<file path="config.mk">
export PLATFORM = sky130hd
export DESIGN_NAME = ttt_game_ctrl
export DESIGN_NICKNAME = d
export VERILOG_FILES = /design/src/rtl/ttt_game_ctrl.sv
export SDC_FILE = /design/constraint.sdc
export NUM_CORES = 1
export LEC_CHECK = 0
export CAP_MARGIN = 20
export CELL_PAD_IN_SITES_DETAIL_PLACEMENT = 1
export CELL_PAD_IN_SITES_GLOBAL_PLACEMENT = 1
export CORE_UTILIZATION = 30
export CTS_BUF_LIST = sky130_fd_sc_hd__clkbuf_2 sky130_fd_sc_hd__clkbuf_4 sky130_fd_sc_hd__clkbuf_8
export DETAILED_ROUTE_END_ITERATION = 8
export GPL_ROUTABILITY_DRIVEN = 0
export MAX_ROUTING_LAYER = met4
export PLACE_DENSITY = 0.7
export SYNTH_ARGS = -nofsm -noshare
export SYNTH_HDL_FRONTEND = slang
export SYNTH_SLANG_ARGS = --single-unit
export TNS_END_PERCENT = 20
</file>
<file path="constraint.sdc">
create_clock -name clk -period 3.04 [get_ports clk]
set_input_delay 0.304 -clock clk [delete_from_list [all_inputs] [get_ports clk]]
set_output_delay 0.304 -clock clk [all_outputs]
set_load 0.05 [all_outputs]
</file>
<file path="src/rtl/ttt_game_ctrl.sv">
// Tic-tac-toe game sequencer: validates moves, alternates turns, drives the 9-cell array, detects win/draw, forfeits idle turns.
// Latency: move_req at edge E -> move_ack/move_err/cell_set after E, CHECK after E+1, result or next PLAY after E+2.
// Backpressure: none; move_req is only looked at in PLAY and is silently ignored in every other state.
//
// Ports:
//   clk, reset           rising-edge clock, asynchronous active-low reset
//   new_game             synchronous restart, wins over everything else
//   move_req, move_pos   move strobe and row-major cell index 0..8
//   move_ack, move_err   one-cycle accept / reject pulses
//   cell_set             one-hot set lines, high only during the WAIT cycle
//   cell_clear           clear line to all cells, high while in CLEAR
//   cell_set_symbol      symbol written by cell_set (the current turn)
//   cell_valid           per-cell occupied flags from the array
//   cell_symbol          per-cell symbol bits from the array
//   turn, move_count     player to move and accepted moves this game
//   timeout              one-cycle pulse when a turn is forfeited
//   game_over            high in DONE
//   winner_valid, winner a line was completed, and by which symbol
//   win_lines            completed lines: rows [2:0], cols [5:3], diag 0-4-8 [6], diag 2-4-6 [7]
module ttt_game_ctrl #(
  parameter int unsigned TIMEOUT_CYCLES = 1000,
  parameter int unsigned TO_W           = 16
) (
  input  logic       clk,
  input  logic       reset,
  input  logic       new_game,
  input  logic       move_req,
  input  logic [3:0] move_pos,
  output logic       move_ack,
  output logic       move_err,
  output logic [8:0] cell_set,
  output logic       cell_clear,
  output logic       cell_set_symbol,
  input  logic [8:0] cell_valid,
  input  logic [8:0] cell_symbol,
  output logic       turn,
  output logic [3:0] move_count,
  output logic       timeout,
  output logic       game_over,
  output logic       winner_valid,
  output logic       winner,
  output logic [7:0] win_lines
);

  typedef enum logic [2:0] {
    S_CLEAR,
    S_PLAY,
    S_WAIT,
    S_CHECK,
    S_DONE
  } state_t;

  localparam bit             TO_EN   = (TIMEOUT_CYCLES != 0);
  localparam logic [TO_W-1:0] TO_LAST = TO_EN ? TO_W'(TIMEOUT_CYCLES - 1) : '0;

  state_t          state;
  logic [TO_W-1:0] to_cnt;

  // Widened copies so an out-of-range move_pos (9..15) can be indexed safely.
  logic [15:0] valid_ext;
  logic [15:0] pos_oh;
  logic        pos_ok;
  logic        legal;
  logic        to_hit;
  logic [8:0]  mine;
  logic [7:0]  line_mask;

  assign valid_ext = {7'd0, cell_valid};
  assign pos_oh    = 16'd1 << move_pos;
  assign pos_ok    = (move_pos <= 4'd8);
  assign legal     = move_req && pos_ok && !valid_ext[move_pos];
  assign to_hit    = TO_EN && (to_cnt == TO_LAST);

  // Cells owned by the player whose move is being checked.
  assign mine = cell_valid & ~(cell_symbol ^ {9{turn}});

  assign line_mask[0] = mine[0] & mine[1] & mine[2];
  assign line_mask[1] = mine[3] & mine[4] & mine[5];
  assign line_mask[2] = mine[6] & mine[7] & mine[8];
  assign line_mask[3] = mine[0] & mine[3] & mine[6];
  assign line_mask[4] = mine[1] & mine[4] & mine[7];
  assign line_mask[5] = mine[2] & mine[5] & mine[8];
  assign line_mask[6] = mine[0] & mine[4] & mine[8];
  assign line_mask[7] = mine[2] & mine[4] & mine[6];

  // Moore outputs: the array is held clear for the whole CLEAR state, reset included.
  assign cell_clear      = (state == S_CLEAR);
  assign cell_set_symbol = turn;

  always_ff @(posedge clk or negedge reset) begin
    if (!reset) begin
      state        <= S_CLEAR;
      turn         <= 1'b0;
      move_count   <= 4'd0;
      to_cnt       <= '0;
      cell_set     <= 9'd0;
      move_ack     <= 1'b0;
      move_err     <= 1'b0;
      timeout      <= 1'b0;
      game_over    <= 1'b0;
      winner_valid <= 1'b0;
      winner       <= 1'b0;
      win_lines    <= 8'd0;
    end else begin
      // Pulses and the set lines are single-cycle by default.
      cell_set <= 9'd0;
      move_ack <= 1'b0;
      move_err <= 1'b0;
      timeout  <= 1'b0;

      if (new_game) begin
        // Restart wins over any pending move, timeout or result. A move
        // already presented during WAIT still lands, but CLEAR wipes it.
        state        <= S_CLEAR;
        turn         <= 1'b0;
        move_count   <= 4'd0;
        to_cnt       <= '0;
        game_over    <= 1'b0;
        winner_valid <= 1'b0;
        winner       <= 1'b0;
        win_lines    <= 8'd0;
      end else begin
        case (state)
          S_CLEAR: begin
            state        <= S_PLAY;
            turn         <= 1'b0;
            move_count   <= 4'd0;
            to_cnt       <= '0;
            game_over    <= 1'b0;
            winner_valid <= 1'b0;
            winner       <= 1'b0;
            win_lines    <= 8'd0;
          end

          S_PLAY: begin
            if (legal) begin
              // A legal move on the last allowed cycle beats the timeout.
              state    <= S_WAIT;
              cell_set <= pos_oh[8:0];
              move_ack <= 1'b1;
              to_cnt   <= '0;
            end else begin
              move_err <= move_req;
              // A rejected move does not buy extra time: the counter keeps running.
              if (to_hit) begin
                timeout <= 1'b1;
                turn    <= ~turn;
                to_cnt  <= '0;
              end else if (TO_EN) begin
                to_cnt <= to_cnt + 1'b1;
              end
            end
          end

          S_WAIT: begin
            move_count <= move_count + 4'd1;
            state      <= S_CHECK;
          end

          S_CHECK: begin
            // A completed line takes precedence over the ninth-move draw.
            if (|line_mask) begin
              state        <= S_DONE;
              game_over    <= 1'b1;
              winner_valid <= 1'b1;
              winner       <= turn;
              win_lines    <= line_mask;
            end else if (move_count == 4'd9) begin
              state     <= S_DONE;
              game_over <= 1'b1;
            end else begin
              turn  <= ~turn;
              state <= S_PLAY;
            end
          end

          S_DONE: begin
            // Everything holds until new_game or reset.
          end

          default: state <= S_CLEAR;
        endcase
      end
    end
  end

endmodule

</file>
==> impl_metrics.tcl <==
set metrics [dict create \
    rsz0062_at_grt "false" \
    grt_max_degree 35 \
    post_cts_buffers 0 \
    slowest_delay_ns 0.75 \
    final-setup-viol-count 0 \
    crit_slowest_cell "dfrtp_1" \
    drc_errors 0 \
    dr.pass1.iters 4 \
    yosysWarnings 0 \
    hold_class "in -> async" \
    slew_headroom 0.4923 \
    ys_seq_elements 47 \
    p_int_mw 0.9689 \
    holdWs_ns 0.07378 \
    synth_seq_area_share 0.4830 \
    dp_cells 405 \
    clock_path_buffers 2 \
    maxCapViolations 0 \
    fin_crit_sh 0.8676 \
    avgSynthCellArea_sq_um 9.624 \
    ant_nets 0 \
    clock_skew_ns 0.005299 \
    ctsResizeCount 0 \
    area_growth_pct 32.01 \
    arrival_ns 2.85 \
    die_w_um 92.09 \
    netlist_area_sq_mm 0.002435 \
    holdBufCountCts 0 \
    p_comb_frac 0.136 \
    start_util 0.3119 \
    power_density_mw_per_mm2 401.8 \
    p_seq_frac 0.500 \
    start_kind "register" \
    r2r_cells 6 \
    die_h_um 92.09 \
    clk_pin_slew_ns 0.09 \
    r2r_start "cell_set_symbol" \
    grt_pass1_vias 2195 \
    crit_family "compound AO/OA/AOI/OAI gates" \
    syn_nets 282 \
    ioPinCount 56 \
    grtUsageMet2 0.2655 \
    drt-total-wl_um 6336 \
    grt_use_met3 0.02322 \
    io_buffers 55 \
    p_leak_nw 1.308 \
    grt-busiest-layer "met2" \
    first_iter_violations 60 \
    grt-ovfl-total 0 \
    final_cells 413 \
    critPathMostFrequentCell "o211ai_1" \
    cts-buffers-inserted 5 \
    peakVddDrop_uv 194.1 \
    ff2ff_setup_slack_ns 0.40 \
    fmax_ghz 0.3791 \
    grt_util_met1 0.2294 \
    synth_ff_type "dfrtp_1" \
    reg2reg_to "cell_set_symbol" \
    via_count 2126 \
    n_fill_cell 915 \
    grt_pass1_wl_um 11120 \
    drv_slew 0 \
    run_status "finished, final reports clean" \
    std_cell_rows 32 \
    numClockSinks 47 \
    track_usage 0.1693 \
    clk_latency_ns 0.29 \
    ys_types 49 \
    die_area_sq_mm 0.008481 \
    dp_hpwl_um 4831 \
    fin_setup_tns_ns 0 \
    async_reset_ff_frac 1.000 \
    fin_crit_ns 2.638 \
    p_clk_frac 0.365 \
    path_class "reg -> reg" \
    clockRootBuffer "clkbuf_8" \
    cp_max_fo 22 \
    hold_violations 0 \
    h-tree-depth 2 \
    vias_per_cell 5.148 \
    p_switching_mw 0.3227 \
    drive_gt1_frac 0.08039 \
    antenna_found_initial 0 \
    cp_cell_sequence "nor3_1 > o211ai_1 > a31oi_1 > o41a_1 > or4b_1 > o211ai_1" \
    worstMarginPinSlew_ns 0.7615 \
    synthCells 253 \
    diodes 0 \
    cp.buffers_inverters 0 \
    synth_edf_count 0 \
    required_ns 3.26 \
    wl_per_cell_um 15.34 \
    power.share.switching 0.2499 \
    fp.coreArea_sq_mm 0.007807 \
    num-nets-final 339 \
    worst_setup_path_end_kind "register" \
    cts_tree "done" \
]
-- layout by cell type (no fill, tap or decap), drive strengths merged, types with 3 or more instances in the layout --
master          n
a21oi           9
and3            6
and4            5
buf             6
clkbuf          6
clkdlybuf4s50  54
dfrtp          47
ha              3
inv            11
nand2          22
nand3           9
nand4           8
nor2           31
nor2b           3
nor3           14
nor3b           3
nor4            3
o211ai          7
o21ai          12
o31ai           4
or2             3
xnor2           9
xor2            6
-- per-layer routing --
metal	part of all wire	vias to the layer above
li1	-	1018
met1	0.49	1058
met2	0.47	43
met3	0.032	7
met4	0.011	0
met5	0	-
-- Yosys cell counts (3+ instances only) --
| master | count | share of area |
|---|---|---|
| buf_2 | 3 | 0.0062 |
| nand4_1 | 8 | 0.021 |
| o31ai_1 | 4 | 0.012 |
| nor2b_1 | 3 | 0.0077 |
| xor2_1 | 6 | 0.022 |
| nor3b_1 | 3 | 0.0092 |
| dfrtp_1 | 47 | 0.48 |
| o21ai_0 | 12 | 0.025 |
| clkbuf_1 | 5 | 0.0077 |
| ha_1 | 3 | 0.015 |
| nor2_1 | 30 | 0.046 |
| and4_1 | 5 | 0.018 |
| nor3_1 | 13 | 0.027 |
| nand3_1 | 9 | 0.018 |
| or2_2 | 3 | 0.0077 |
| nand2_1 | 22 | 0.034 |
| inv_1 | 11 | 0.017 |
| xnor2_1 | 9 | 0.032 |
| and3_1 | 6 | 0.015 |
| o211ai_1 | 7 | 0.022 |
| a21oi_1 | 8 | 0.016 |
| nor4_1 | 3 | 0.0077 |
-- registers in the layout (all words and copies together) (netlist names), 3 cells and up --
register    flops
move_count      4
cell_set        9
win_lines       8
to_cnt         16
state           3
-- area by class of cell --
| class | count | area [sq um] | share of cell area |
|---|---|---|---|
| flip-flops and latches | 47 | 1176 | 0.3659 |
| repair buffers | 60 | 583.1 | 0.1814 |
| well taps | 102 | 127.6 | 0.03970 |
| multi-input cells | 185 | 1169 | 0.3636 |
| clock buffers | 6 | 82.58 | 0.02569 |
| clock inverters | 2 | 35.03 | 0.01090 |
| inverters | 11 | 41.29 | 0.01285 |
-- worst max-delay path by stage --
stage,slack (ns),from,depth (start not counted),endpoint
2_1_floorplan,0.62,cell_set_symbol,7,cell_set_symbol
3_3_place_gp,0.33,cell_symbol[6],7,cell_set_symbol
3_5_place_dp,0.19,move_pos[1],7,to_cnt[3]
4_1_cts,0.42,cell_set_symbol,6,cell_set_symbol
5_1_grt,0.20,cell_set_symbol,6,cell_set_symbol
6_report,0.40,cell_set_symbol,6,cell_set_symbol
-- stage by stage --
step	instance area [sq um]	util	setup slack, ns	power, mW
floorplan	2435	-	0.6195	0.7466
global placement	3097	0.3966	0.3293	0.8310
detailed placement	3097	0.3966	0.1903	0.8341
CTS	3214	0.4117	0.4243	1.316
global route	3214	0.4117	0.2025	1.349
finish	3214	0.4117	0.4025	1.292
-- kinds of logic (layout without fill, tap and decap cells) --
kind of cell	after synthesis	after routing	share of synthesized area
simple gates	116	116	0.2487
xor+xnor	15	15	0.05396
flops	47	47	0.4830
buf+inv	21	79	0.03700
fa+ha+maj	3	3	0.01542
compound gates	48	48	0.1388
mux	3	3	0.02312
-- worst reg2reg max path: cells and delay by family, from the launching register on --
kind | cells | cell delay [ns]
DFF | 1 | 0.75
AOI/OAI and AO/OA | 4 | 1.19
and+or+nand+nor | 2 | 0.62
-- power groups by stage --
stage / Combinational (mW) / Sequential, mW / Clock, mW
after global routing: 0.192 / 0.647 / 0.510
after detailed placement: 0.177 / 0.657 / 0
after floorplan: 0.0891 / 0.658 / 0
after global placement: 0.173 / 0.658 / 0
after CTS: 0.177 / 0.645 / 0.494
final: 0.175 / 0.645 / 0.471
(Power assumes the default switching activity.)
